File: src/rtl/gpio_bank.sv
// gpio_bank: memory-mapped GPIO peripheral with per-pin direction, atomic
// set/clear, a configurable-depth input synchroniser and edge-detect
// interrupts with write-1-to-clear status. Reads are combinational.
module gpio_bank #(
    parameter int WIDTH       = 8,
    parameter int SYNC_STAGES = 2,
    parameter int DATA_WIDTH  = 32
) (
    input  logic                  clk,
    input  logic                  rst,
    input  logic                  sel,
    input  logic                  we,
    input  logic [2:0]            addr,
    input  logic [DATA_WIDTH-1:0] wdata,
    output logic [DATA_WIDTH-1:0] rdata,
    input  logic [WIDTH-1:0]      port_in,
    output logic [WIDTH-1:0]      port_out,
    output logic [WIDTH-1:0]      port_oe,
    output logic                  irq
);

    localparam logic [2:0] A_OUT  = 3'd0;
    localparam logic [2:0] A_DIR  = 3'd1;
    localparam logic [2:0] A_IN   = 3'd2;
    localparam logic [2:0] A_IE   = 3'd3;
    localparam logic [2:0] A_EDGE = 3'd4;
    localparam logic [2:0] A_STAT = 3'd5;
    localparam logic [2:0] A_SET  = 3'd6;
    localparam logic [2:0] A_CLR  = 3'd7;

    logic [WIDTH-1:0] out_r;
    logic [WIDTH-1:0] dir_r;
    logic [WIDTH-1:0] ie_r;
    logic [WIDTH-1:0] edge_r;
    logic [WIDTH-1:0] stat_r;
    logic [WIDTH-1:0] prev_r;
    logic [WIDTH-1:0] sync_r [SYNC_STAGES];

    logic             wr_en;
    logic [WIDTH-1:0] wval;
    logic [WIDTH-1:0] pin_val;
    logic [WIDTH-1:0] in_val;
    logic [WIDTH-1:0] evt;
    logic [WIDTH-1:0] w1c_mask;
    logic             unused_wdata;

    assign wr_en    = sel & we;
    // Only the low WIDTH bits of the bus carry pin data.
    assign wval     = wdata[WIDTH-1:0];
    assign unused_wdata = ^wdata;

    // A pin configured as output sees its own driven level at the pad.
    assign pin_val  = (dir_r & out_r) | (~dir_r & port_in);
    assign in_val   = sync_r[SYNC_STAGES-1];
    assign evt      = (~edge_r & in_val & ~prev_r) | (edge_r & ~in_val & prev_r);
    assign w1c_mask = (wr_en && addr == A_STAT) ? wval : '0;

    assign port_out = out_r;
    assign port_oe  = dir_r;
    assign irq      = |(stat_r & ie_r);

    // Control register writes from the bus, including atomic set/clear of OUT.
    always_ff @(posedge clk or posedge rst) begin
        if (rst) begin
            out_r  <= '0;
            dir_r  <= '0;
            ie_r   <= '0;
            edge_r <= '0;
        end else if (wr_en) begin
            case (addr)
                A_OUT:   out_r  <= wval;
                A_DIR:   dir_r  <= wval;
                A_IE:    ie_r   <= wval;
                A_EDGE:  edge_r <= wval;
                A_SET:   out_r  <= out_r | wval;
                A_CLR:   out_r  <= out_r & ~wval;
                default: ;
            endcase
        end
    end

    // Status: write-1-to-clear, but a new event in the same cycle wins.
    always_ff @(posedge clk or posedge rst) begin
        if (rst) begin
            stat_r <= '0;
        end else begin
            stat_r <= (stat_r & ~w1c_mask) | evt;
        end
    end

    // Input synchroniser chain plus the previous-value flop for edge detect.
    always_ff @(posedge clk or posedge rst) begin
        if (rst) begin
            for (int i = 0; i < SYNC_STAGES; i++) begin
                sync_r[i] <= '0;
            end
            prev_r <= '0;
        end else begin
            sync_r[0] <= pin_val;
            for (int i = 1; i < SYNC_STAGES; i++) begin
                sync_r[i] <= sync_r[i-1];
            end
            prev_r <= in_val;
        end
    end

    // Combinational read mux, zero-extended; deselected or write-only reads 0.
    always_comb begin
        rdata = '0;
        if (sel) begin
            case (addr)
                A_OUT:   rdata[WIDTH-1:0] = out_r;
                A_DIR:   rdata[WIDTH-1:0] = dir_r;
                A_IN:    rdata[WIDTH-1:0] = in_val;
                A_IE:    rdata[WIDTH-1:0] = ie_r;
                A_EDGE:  rdata[WIDTH-1:0] = edge_r;
                A_STAT:  rdata[WIDTH-1:0] = stat_r;
                default: rdata = '0;
            endcase
        end
    end

endmodule

File: config.mk
export PLATFORM = sky130hd
export DESIGN_NAME = gpio_bank
export DESIGN_NICKNAME = d
export VERILOG_FILES = /design/src/rtl/gpio_bank.sv
export SDC_FILE = /design/constraint.sdc
export NUM_CORES = 1
export LEC_CHECK = 0
export ABC_AREA = 1
export BUFFER_PORTS_ARGS = -buffer_cell sky130_fd_sc_hd__buf_2
export CELL_PAD_IN_SITES_DETAIL_PLACEMENT = 0
export CELL_PAD_IN_SITES_GLOBAL_PLACEMENT = 1
export CORE_UTILIZATION = 41
export DETAILED_ROUTE_END_ITERATION = 8
export PLACE_DENSITY_LB_ADDON = 0.1
export SLEW_MARGIN = 10
export SYNTH_ARGS = -nofsm -noshare
export SYNTH_HDL_FRONTEND = slang
export SYNTH_SLANG_ARGS = --single-unit
File: constraint.sdc
create_clock -name clk -period 3.5 [get_ports clk]
set_clock_uncertainty 0.05 [all_clocks]
set_input_delay 0.525 -clock clk [delete_from_list [all_inputs] [get_ports clk]]
set_output_delay 0.525 -clock clk [all_outputs]
set_load 0.03 [all_outputs]
==> impl_metrics.yaml <==
synth:
  netlist.area_leader.share_pct: 48.4
  ys_ff_latch: 64
  synth_edf_count: 0
  async_flop_share_pct: 100
  synth_area_leaders: "dfrtp_1 48%, nand2_1 12%, nand4_1 6.0%"
  synth_cell_types: 25
  synthCells: 392
  ys_warn_count: 0
  avgSynthCellArea_um2: 8.45
  yosysSeqAreaShare_pct: 48.4
  syn_area_um2: 3310
  yosysTopAreaCell: "dfrtp_1"
  synth-main-ff-cell: "dfrtp_1"
grt:
  gr-usage-all-layers_pct: 21.1
  gr-total-overflow: 0
  grt_pass1_wl_um: 13300
  antenna_found_initial: 0
  grt_pass1_vias: 2501
  grt_max_degree: 41
routing:
  vias_per_cell: 4.97
  vias: 2697
  drtIter0Drc: 124
  ant_nets: 0
  dr.pass1.iters: 4
  drcViolationCount: 0
  wl_per_cell_um: 14.9
  drt_wl_total_um: 8110
clocking:
  cts-resized-gates: 0
  holdBufCountCts: 0
  cts_root_buffer: "clkbuf_8"
  cts_max_level: 3
  clk_pin_slew_ns: 0.07
  cts_tree: "yes"
  clk_latency_ns: 0.34
  clock_path_buffers: 2
  clock_sinks: 64
  cts_setup_buffers: 0
  numCtsBuffers: 9
power_and_ir_drop:
  ir_drop_mv: 0.283
  leakagePower_uw: 0.00186
  powerDensity_nw_per_um2: 582
worst_setup_path:
  end_kind: "output pin"
  cp_slowest_cell: "buf_2"
  crit_required_ns: 2.92
  crit_fanout: 20
  cp_cell_sequence: "buf_2 -> inv_2 -> nand4_1 -> nand2_1 -> nor2_1 -> a21oi_1 -> buf_2"
  cp.arrival_ns: 2.02
  start_kind: "input port"
  criticalPathCategory: "in -> out"
  crit_top_cell: "buf_2"
  cp_slowest_stage_delay_ns: 0.42
sta:
  hold_violations: 0
  tns_ns: 0
  setup_viol: 0
  worst_pin_slew_ns: 0.760
  finalMaxSlewViolations: 0
  rsz0062_at_grt: "false"
  finalCriticalPeriod_ns: 2.60
  finalCritPeriodShare_pct: 74.2
  relSlewSlack_pct: 49.3
  fmax_mhz: 385
floorplanning:
  core_um2: 7770
  start_util_pct: 42.6
  row_count: 32
  io_pins: 96
  die_y_um: 91.9
  die_w_um: 91.9
  die_area_um2: 8440
placed_design:
  place.gp.congestion: 0.740
  port_buffers: 47
  detailed_place_hpwl_um: 5300
  dp_cells: 527
status:
  status: "finished clean"
final_layout:
  drive_gt1_share_pct: 19.3
  num_antenna_cells: 0
  finalNetCount: 483
  syn2layout_area_growth_pct: 11.5
  final-instance-count-excl-fill: 543
job:
  drv_cap: 0
min_path:
  hold_class: "in -> async"
-- placed cells by master, fill, tap and decap left out, drive strengths merged --
master,instances
nor2,27
dfrtp,64
a21oi,8
bufinv,1
clkinv,1
nand3,19
inv,38
nor3,1
nand2,104
buf,49
conb,24
o21ai,48
clkbuf,14
nand4,35
mux2,7
o21a,1
-- cell type report --
type	count	area [um^2]
timing repair buffer	49	250
fill	790	4080
clock inverter	2	35.0
clock buffer	14	183
inverter	38	145
tap	102	128
sequential	64	1600
multi-input combinational	274	1350
-- synth_stat cells (5+ instances only) --
| cell type | number |
|---|---|
| inv_1 | 34 |
| dfrtp_1 | 64 |
| o21ai_1 | 24 |
| nand4_1 | 32 |
| nand3_1 | 18 |
| nand2_1 | 102 |
| a21oi_1 | 8 |
| mux2_2 | 7 |
| nor2_1 | 25 |
| buf_6 | 5 |
| buf_2 | 7 |
| o21ai_0 | 24 |
| buf_4 | 26 |
-- where the power goes --
group          leakage (uW)  switching (uW)  internal (uW)
clock              0.000113             278            406
sequential         0.000764             108            877
combinational      0.000981             332            146
total               0.00186             718           1430
-- critical path, delay by kind of cell --
family,cells,cell delay (ns)
and+or+nand+nor,3,0.42
AOI/OAI and AO/OA,1,0.11
buffers and inverters,3,0.96
-- sequential cells by signal, summed over array words and instances, names as in the netlist --
name      count
sync_r        8
edge_r        8
prev_r        8
stat_r        8
in_val        8
port_out      8
port_oe       8
ie_r          8
-- per-layer routing --
metal / wire length, um / up-vias / track usage, %
li1: - / 1332 / -
met1: 3910 / 1265 / 31.5
met2: 3620 / 93 / 29.7
met3: 488 / 7 / 3.15
met4: 98 / 0 / 10.3
met5: 0 / - / 0
-- through the flow --
stage	hold slack (ns)	instance area [um^2]	power, uW	setup slack [ns]	utilization, %
6_report	0.173	3690	2150	0.902	47.5
2_1_floorplan	0.281	3400	1360	1.29	-
3_3_place_gp	0.282	3470	1470	0.918	44.7
3_5_place_dp	0.289	3470	1480	0.929	44.7
5_1_grt	0.215	3690	2280	0.786	47.5
4_1_cts	0.189	3690	2170	0.927	47.5
-- final timing paths --
check                      slack, ns  cells after the start        from           to
min reg2reg                     0.30                      0  sync_r[14]    in_val[6]
max reg2reg                     2.56                      1  port_oe[3]   sync_r[11]
max in group asynchronous       2.30                      3         rst  port_out[3]
max                             0.90                      7     addr[1]     rdata[2]
min                             0.17                      2         rst  port_out[0]
min in group clk                0.30                      0  sync_r[14]    in_val[6]
-- cells by family (layout without fill, tap and decap cells) --
logic type	Yosys count	after routing	synth area share (%)
AND/OR/NAND/NOR	186	186	26.9
buffers and inverters	77	103	13.5
flip-flops	64	64	48.4
AO/OA/AOI/OAI	57	57	8.69
multiplexers	7	7	2.38
other	1	24	0.113
Power figures use the tool's default switching activity.
